==> src/rtl/program_encoder_if.sv <==
// Field-beat stream feeding program_encoder: decoded instruction fields
// carried with a valid/ready handshake and an end-of-program marker.
interface program_encoder_if;
  logic        in_valid;
  logic        in_ready;
  logic        in_last;
  logic [3:0]  op_sel;
  logic [4:0]  rs;
  logic [4:0]  rt;
  logic [4:0]  rd;
  logic [4:0]  shamt;
  logic [5:0]  funct;
  logic [15:0] imm;
  logic [25:0] target;

  modport master (
    output in_valid, in_last, op_sel, rs, rt, rd, shamt, funct, imm, target,
    input  in_ready
  );

  modport slave (
    input  in_valid, in_last, op_sel, rs, rt, rd, shamt, funct, imm, target,
    output in_ready
  );
endinterface

==> src/rtl/program_encoder.sv <==
// Streaming MIPS instruction encoder and instruction-memory loader.
// Optional macro PROG_ENCODER_NOP_PAD_EN fills the unused memory tail with nops after the last beat.
module program_encoder #(
  parameter int ADDR_W    = 8,
  parameter int BASE_ADDR = 0
) (
  input  logic              clk,
  input  logic              reset,
  input  logic              start,
  program_encoder_if.slave  beat,
  output logic              imem_we,
  output logic [ADDR_W-1:0] imem_addr,
  output logic [31:0]       imem_wdata,
  output logic [ADDR_W:0]   count,
  output logic              busy,
  output logic              done,
  output logic              err,
  output logic              overflow
);

  localparam int                CNT_W    = ADDR_W + 1;
  localparam logic [ADDR_W:0]   DEPTH    = CNT_W'((32'd1 << ADDR_W) - BASE_ADDR);
  localparam logic [ADDR_W:0]   CNT_ONE  = CNT_W'(32'd1);
  localparam logic [ADDR_W:0]   CNT_ZERO = CNT_W'(32'd0);
  localparam logic [ADDR_W-1:0] BASE     = ADDR_W'(BASE_ADDR);
  localparam logic [ADDR_W-1:0] ADDR_ONE = ADDR_W'(32'd1);

`ifdef PROG_ENCODER_NOP_PAD_EN
  typedef enum logic [1:0] {S_IDLE = 2'd0, S_LOAD = 2'd1, S_DONE = 2'd2, S_PAD = 2'd3} state_t;
`else
  typedef enum logic [1:0] {S_IDLE = 2'd0, S_LOAD = 2'd1, S_DONE = 2'd2} state_t;
`endif

  function automatic logic [5:0] opcode_of(input logic [3:0] sel);
    logic [5:0] op;
    case (sel)
      4'd1:    op = 6'b100011;
      4'd2:    op = 6'b101011;
      4'd3:    op = 6'b000100;
      4'd4:    op = 6'b000101;
      4'd5:    op = 6'b000010;
      4'd6:    op = 6'b001000;
      4'd7:    op = 6'b001001;
      4'd8:    op = 6'b001100;
      4'd9:    op = 6'b001101;
      4'd10:   op = 6'b001010;
      4'd11:   op = 6'b001011;
      default: op = 6'b000000;
    endcase
    return op;
  endfunction

  function automatic logic [31:0] encode_word(
    input logic [3:0]  sel,
    input logic [4:0]  f_rs,
    input logic [4:0]  f_rt,
    input logic [4:0]  f_rd,
    input logic [4:0]  f_shamt,
    input logic [5:0]  f_funct,
    input logic [15:0] f_imm,
    input logic [25:0] f_target
  );
    logic [31:0] w;
    case (sel)
      4'd0:    w = {6'b000000, f_rs, f_rt, f_rd, f_shamt, f_funct};
      4'd5:    w = {6'b000010, f_target};
      default: w = {opcode_of(sel), f_rs, f_rt, f_imm};
    endcase
    return w;
  endfunction

  state_t            state_r;
  state_t            next_state_s;
  logic              in_ready_r;
  logic              we_r;
  logic              busy_r;
  logic              done_r;
  logic              err_r;
  logic              ovf_r;
  logic [ADDR_W-1:0] addr_r;
  logic [31:0]       wdata_r;
  logic [ADDR_W:0]   count_r;
  logic [ADDR_W:0]   claimed_s;
  logic              accept_s;
  logic              legal_s;
  logic              full_s;
  logic              write_s;
  logic              pad_write_s;
  logic              arm_s;
  logic              busy_next_s;

  assign beat.in_ready = in_ready_r;
  // Reset aborts a write that is already on the bus in the same cycle.
  assign imem_we    = we_r & ~reset;
  assign imem_addr  = addr_r;
  assign imem_wdata = wdata_r;
  assign count      = count_r;
  assign busy       = busy_r;
  assign done       = done_r;
  assign err        = err_r;
  assign overflow   = ovf_r;

  // claimed_s counts the slot taken by a write still in flight this cycle.
  assign accept_s  = beat.in_valid & in_ready_r;
  assign legal_s   = (beat.op_sel <= 4'd11);
  assign claimed_s = count_r + (we_r ? CNT_ONE : CNT_ZERO);
  assign full_s    = (claimed_s == DEPTH);
  assign write_s   = accept_s & legal_s & ~full_s;
  assign arm_s     = start & ((state_r == S_IDLE) | (state_r == S_DONE));

`ifdef PROG_ENCODER_NOP_PAD_EN
  logic [ADDR_W:0] claimed_next_s;
  assign claimed_next_s = claimed_s + (write_s ? CNT_ONE : CNT_ZERO);
  assign busy_next_s    = (next_state_s == S_LOAD) | (next_state_s == S_PAD);
`else
  assign busy_next_s    = (next_state_s == S_LOAD);
`endif

  // Next-state selection and nop-pad write request
  always_comb begin
    next_state_s = state_r;
    pad_write_s  = 1'b0;
    case (state_r)
      S_IDLE: begin
        if (start) next_state_s = S_LOAD;
        else       next_state_s = S_IDLE;
      end
      S_LOAD: begin
        if (accept_s && beat.in_last) begin
`ifdef PROG_ENCODER_NOP_PAD_EN
          if (claimed_next_s == DEPTH) next_state_s = S_DONE;
          else                         next_state_s = S_PAD;
`else
          next_state_s = S_DONE;
`endif
        end else begin
          next_state_s = S_LOAD;
        end
      end
      S_DONE: begin
        if (start) next_state_s = S_LOAD;
        else       next_state_s = S_DONE;
      end
`ifdef PROG_ENCODER_NOP_PAD_EN
      S_PAD: begin
        if (!full_s) begin
          pad_write_s = 1'b1;
          if ((claimed_s + CNT_ONE) == DEPTH) next_state_s = S_DONE;
          else                                next_state_s = S_PAD;
        end else begin
          next_state_s = S_DONE;
        end
      end
`endif
      default: next_state_s = S_IDLE;
    endcase
  end

  // State, session counters and registered outputs
  always_ff @(posedge clk) begin
    if (reset) begin
      state_r    <= S_IDLE;
      in_ready_r <= 1'b0;
      we_r       <= 1'b0;
      busy_r     <= 1'b0;
      done_r     <= 1'b0;
      err_r      <= 1'b0;
      ovf_r      <= 1'b0;
      addr_r     <= BASE;
      wdata_r    <= 32'h0000_0000;
      count_r    <= CNT_ZERO;
    end else begin
      state_r    <= next_state_s;
      in_ready_r <= (next_state_s == S_LOAD);
      busy_r     <= busy_next_s;
      done_r     <= (next_state_s == S_DONE);
      we_r       <= write_s | pad_write_s;
      if (write_s) begin
        wdata_r <= encode_word(beat.op_sel, beat.rs, beat.rt, beat.rd,
                               beat.shamt, beat.funct, beat.imm, beat.target);
      end else if (pad_write_s) begin
        wdata_r <= 32'h0000_0000;
      end else begin
        wdata_r <= wdata_r;
      end
      if (arm_s) begin
        count_r <= CNT_ZERO;
        addr_r  <= BASE;
        err_r   <= 1'b0;
        ovf_r   <= 1'b0;
      end else begin
        // The address parks on the last slot instead of wrapping.
        if (we_r) begin
          count_r <= count_r + CNT_ONE;
          if ((count_r + CNT_ONE) != DEPTH) addr_r <= addr_r + ADDR_ONE;
          else                              addr_r <= addr_r;
        end
        if (accept_s && !legal_s)          err_r <= 1'b1;
        if (accept_s && legal_s && full_s) ovf_r <= 1'b1;
      end
    end
  end

endmodule

==> src/flat_wrapper.sv <==
// flat-port wrapper written by rule: the top's interface ports become plain ports
module program_encoder_flat 
#(
  parameter int ADDR_W    = 8,
  parameter int BASE_ADDR = 0
)
  (clk, reset, start, imem_we, imem_addr, imem_wdata, count, busy, done, err, overflow, beat_in_valid, beat_in_last, beat_op_sel, beat_rs, beat_rt, beat_rd, beat_shamt, beat_funct, beat_imm, beat_target, beat_in_ready);
  program_encoder_if beat_i ();
  input  logic clk;
  input  logic reset;
  input  logic start;
  output logic imem_we;
  output logic [ADDR_W-1:0] imem_addr;
  output logic [31:0] imem_wdata;
  output logic [ADDR_W:0] count;
  output logic busy;
  output logic done;
  output logic err;
  output logic overflow;
  input wire logic [$bits(beat_i.in_valid)-1:0] beat_in_valid;
  input wire logic [$bits(beat_i.in_last)-1:0] beat_in_last;
  input wire logic [$bits(beat_i.op_sel)-1:0] beat_op_sel;
  input wire logic [$bits(beat_i.rs)-1:0] beat_rs;
  input wire logic [$bits(beat_i.rt)-1:0] beat_rt;
  input wire logic [$bits(beat_i.rd)-1:0] beat_rd;
  input wire logic [$bits(beat_i.shamt)-1:0] beat_shamt;
  input wire logic [$bits(beat_i.funct)-1:0] beat_funct;
  input wire logic [$bits(beat_i.imm)-1:0] beat_imm;
  input wire logic [$bits(beat_i.target)-1:0] beat_target;
  output wire logic [$bits(beat_i.in_ready)-1:0] beat_in_ready;
  assign beat_i.in_valid = beat_in_valid;
  assign beat_i.in_last = beat_in_last;
  assign beat_i.op_sel = beat_op_sel;
  assign beat_i.rs = beat_rs;
  assign beat_i.rt = beat_rt;
  assign beat_i.rd = beat_rd;
  assign beat_i.shamt = beat_shamt;
  assign beat_i.funct = beat_funct;
  assign beat_i.imm = beat_imm;
  assign beat_i.target = beat_target;
  assign beat_in_ready = beat_i.in_ready;
  program_encoder #(.ADDR_W(ADDR_W), .BASE_ADDR(BASE_ADDR)) u_core (.clk(clk), .reset(reset), .start(start), .beat(beat_i), .imem_we(imem_we), .imem_addr(imem_addr), .imem_wdata(imem_wdata), .count(count), .busy(busy), .done(done), .err(err), .overflow(overflow));
endmodule
==> config.mk <==
export PLATFORM = sky130hd
export DESIGN_NAME = program_encoder_flat
export DESIGN_NICKNAME = d
export VERILOG_FILES = /design/src/rtl/program_encoder_if.sv /design/src/rtl/program_encoder.sv /design/src/flat_wrapper.sv
export SDC_FILE = /design/constraint.sdc
export NUM_CORES = 1
export LEC_CHECK = 0
export ABC_CLOCK_PERIOD_IN_PS = 2970
export BUFFER_PORTS_ARGS = -buffer_cell sky130_fd_sc_hd__buf_4
export CAP_MARGIN = 20
export CORE_ASPECT_RATIO = 0.75
export CORE_UTILIZATION = 30
export DETAILED_ROUTE_END_ITERATION = 12
export PLACE_DENSITY_LB_ADDON = 0.25
export SYNTH_ARGS = -nofsm -noshare
export SYNTH_HDL_FRONTEND = slang
export SYNTH_SLANG_ARGS = --single-unit
==> constraint.sdc <==
create_clock -name clk -period 2.97 [get_ports clk]
set_input_delay 0.297 -clock clk [delete_from_list [all_inputs] [get_ports clk]]
set_output_delay 0.297 -clock clk [all_outputs]
set_load 0.01 [all_outputs]
==> impl_metrics.py <==
metrics = {
    "setup_path": {
        "worst_setup_path_start_kind": "flop",
        "max_stage_delay_ns": 0.53,
        "critical_path_peak_fanout": 31,
        "crit_start": "u_core.count[0]$_SDFFE_PP0P_",
        "crit_arrival_ns": 2.81,
        "crit_chain": "ha_1 -> ha_1 -> a31oi_1 -> a31oi_1 -> o22ai_1 -> a31oi_4 -> buf_12 -> nor2_1 -> a311oi_2",
        "critical_path.n_buffers_inverters": 1,
        "crit_family": "compound AO/OA/AOI/OAI gates",
        "cp_data_required_time_ns": 3.17,
        "critPathKind": "flop to flop",
        "endpoint_kind": "flop",
        "crit_slowest_cell": "dfxtp_1",
        "r2r_start": "u_core.count[0]$_SDFFE_PP0P_",
    },
    "run": {
        "cap_violations": 0,
    },
    "clocking": {
        "path_clk_slew_ns": 0.07,
        "worstSkewPairLatency_ns": 0.29,
        "cts_tree": "yes",
        "cts_resized": 0,
        "clock_sinks": 55,
        "cts_buffers": 5,
        "postCtsSetupBuffers": 0,
        "htreeDepth": 2,
        "cts-root-buf": "clkbuf_16",
        "cts_buffer_depth": 2,
        "cts_hold_buf": 0,
    },
    "synthesis": {
        "synth_ff_type": "dfxtp_1",
        "ys_warn_count": 0,
        "syn-num-nets": 424,
        "synth_edf_count": 0,
        "synthCells": 338,
        "syn_area_mm2": 0.00304,
        "async_flop_share_pct": 0,
        "synth.distinct_cells": 50,
        "syn_area_per_cell_um2": 8.98,
        "ys_seq_elements": 55,
        "synth-seq-area-share_pct": 36.3,
    },
    "placed_design": {
        "gp_congestion": 0.870,
        "place_inst": 578,
        "hpwl_um": 6240,
        "dpl_cell_area_mm2": 0.00411,
        "io_buffers": 130,
    },
    "global_routing": {
        "grt_usage_pct": 15.4,
        "grt_pass1_vias": 2611,
        "grt_overflow_total": 0,
        "antenna_found_initial": 0,
        "grt_start_max_net_pins": 40,
        "grt_pass1_wl_um": 13000,
    },
    "sta": {
        "fin_setup_tns_ns": 0,
        "finalCritPeriodShare_pct": 88.0,
        "max_freq_mhz": 383,
        "period_minus_slack_ns": 2.61,
        "finClkSkew_ns": 0.00507,
        "rsz0062_at_grt": "false",
        "hold_viol_final": 0,
        "tightest_slew_ns": 0.643,
        "maxSlewViolCount": 0,
        "final-setup-viol-count": 0,
        "relSlewSlack_pct": 57.0,
    },
    "die": {
        "die_w_um": 118,
        "core-area_mm2": 0.00974,
        "start_util_pct": 31.2,
        "num_rows": 31,
        "io-pin-count": 132,
        "die_area_mm2": 0.0105,
        "chipHeight_um": 89.1,
    },
    "pwr": {
        "power_density_mw_per_mm2": 388,
        "max-vdd-ir-drop_mv": 0.217,
        "p_leak_nw": 1.70,
        "totalPowerFinal_w": 0.00165,
    },
    "layout": {
        "fillCellCount": 968,
        "finalInstanceArea_mm2": 0.00425,
        "stdcell_count": 586,
        "areaGrowthSynthToFinish_pct": 40.0,
        "layout-drive-gt1-share_pct": 39.6,
        "fin_nets": 539,
        "n_antenna_cell": 0,
    },
    "detailed_routing": {
        "via_per_inst": 4.92,
        "via_count": 2882,
        "ant_nets": 0,
        "drtIter0Drc": 98,
        "drt_pass1_iterations": 4,
        "drcViolationCount": 0,
        "wl_per_cell_um": 14.1,
        "routed_wl_um": 8260,
    },
    "outcome": {
        "status": "completed",
    },
    "min_path": {
        "hp-start": "beat_imm[9]",
        "hold_class": "primary input to flop",
    },
}
[sequential cells by signal, indices dropped and copies added, names as in the netlist]
register,count
u_core.beat.in_ready,1
u_core.count,9
u_core.done,1
u_core.err,1
u_core.imem_addr,8
u_core.imem_wdata,31
u_core.overflow,1
u_core.state_r,2
u_core.we_r,1
[through the flow]
step,hold slack (ns),utilization [%],setup slack [ns]
6_report,0.311,43.7,0.356
2_1_floorplan,0.455,-,0.723
3_3_place_gp,0.459,42.1,0.482
4_1_cts,0.302,43.7,0.351
3_5_place_dp,0.471,42.2,0.363
5_1_grt,0.304,43.7,0.110
[cells in the mapped netlist (6+ instances only)]
cell / number / area, µm²
nand2_1: 40 / 150
a311oi_2: 16 / 240
nor2b_1: 6 / 37.5
dfxtp_1: 55 / 1100
buf_2: 10 / 50.1
nor2_1: 52 / 195
nand4_1: 6 / 37.5
or3_1: 6 / 37.5
ha_1: 9 / 113
a211oi_2: 13 / 163
mux2i_1: 14 / 140
xor2_1: 7 / 61.3
a21oi_1: 10 / 50.1
clkbuf_1: 9 / 33.8
a22oi_1: 17 / 128
[worst register-to-register path: stages (launching register included)]
cell,delay (ns)
dfxtp_1,0.53
ha_1,0.26
ha_1,0.24
a31oi_1,0.10
a31oi_1,0.18
o22ai_1,0.17
a31oi_4,0.47
buf_12,0.28
nor2_1,0.07
a311oi_2,0.24
[routing by layer]
layer	global-route usage, %	vias up	wire length [µm]
li1	-	1460	-
met5	0	-	0
met4	4.78	0	96
met3	3.89	8	524
met1	20.3	1319	3880
met2	25.0	95	3760
[placed cells by master (no fill, tap or decap), types with 2 or more instances in the layout]
master,synthesis,final
o211ai_1,2,2
nand2_1,40,40
clkbuf_16,0,5
o32a_1,2,2
nor2_1,52,51
buf_4,5,133
xor2_1,7,7
a22oi_1,17,17
and3_1,2,2
a211oi_2,13,13
o22ai_1,2,2
nand2b_1,2,2
a31oi_1,3,3
nor2b_1,6,6
inv_1,5,5
or4_1,3,3
buf_12,0,2
a21oi_1,10,10
nand3_1,4,4
nor3_1,3,3
ha_1,9,9
xnor2_1,5,5
nand4_1,6,6
mux2i_1,14,14
dfxtp_1,55,55
a311oi_2,16,16
or3_1,6,6
o21ai_0,5,5
o21ai_1,3,3
[final timing paths]
| check | endpoint | slack (ns) | depth (start not counted) |
|---|---|---|---|
| hold reg to reg | u_core.state_r[1]$_SDFF_PP0_ | 0.49 | 2 |
| setup reg to reg | u_core.imem_wdata[15]$_SDFFE_PP0P_ | 0.36 | 9 |
| setup / recovery | u_core.imem_wdata[15]$_SDFFE_PP0P_ | 0.36 | 9 |
| hold / removal | u_core.imem_wdata[9]$_SDFFE_PP0P_ | 0.31 | 3 |
[final cells by class]
class | count | area [µm²] | share of cell area [%]
Clock inverter | 2 | 12.5 | 0.294
Tap cell | 132 | 165 | 3.89
Sequential cell | 55 | 1100 | 25.9
Clock buffer | 6 | 129 | 3.03
Multi-Input combinational cell | 250 | 1770 | 41.7
Inverter | 5 | 18.8 | 0.442
Timing Repair Buffer | 136 | 1050 | 24.7
[report_power, final]
group / switching [W] / internal, W
Clock: 0.000261 / 0.000312
Combinational: 0.000141 / 0.000155
Sequential: 0.0000166 / 0.000764
[cells by family (layout without fill, tap and decap cells)]
group	after synthesis	in the layout	share of synthesized area, %
xor gates and xnor gates	12	12	3.46
other	1	1	0.123
muxes	14	14	4.61
adders and majority gates	9	9	3.71
DFF	55	55	36.3
buffers and inverters	33	149	5.40
and+or+nand+nor	131	131	20.5
AOI/OAI and AO/OA	83	83	26.0
No activity file was read; power rests on OpenSTA's default activity.
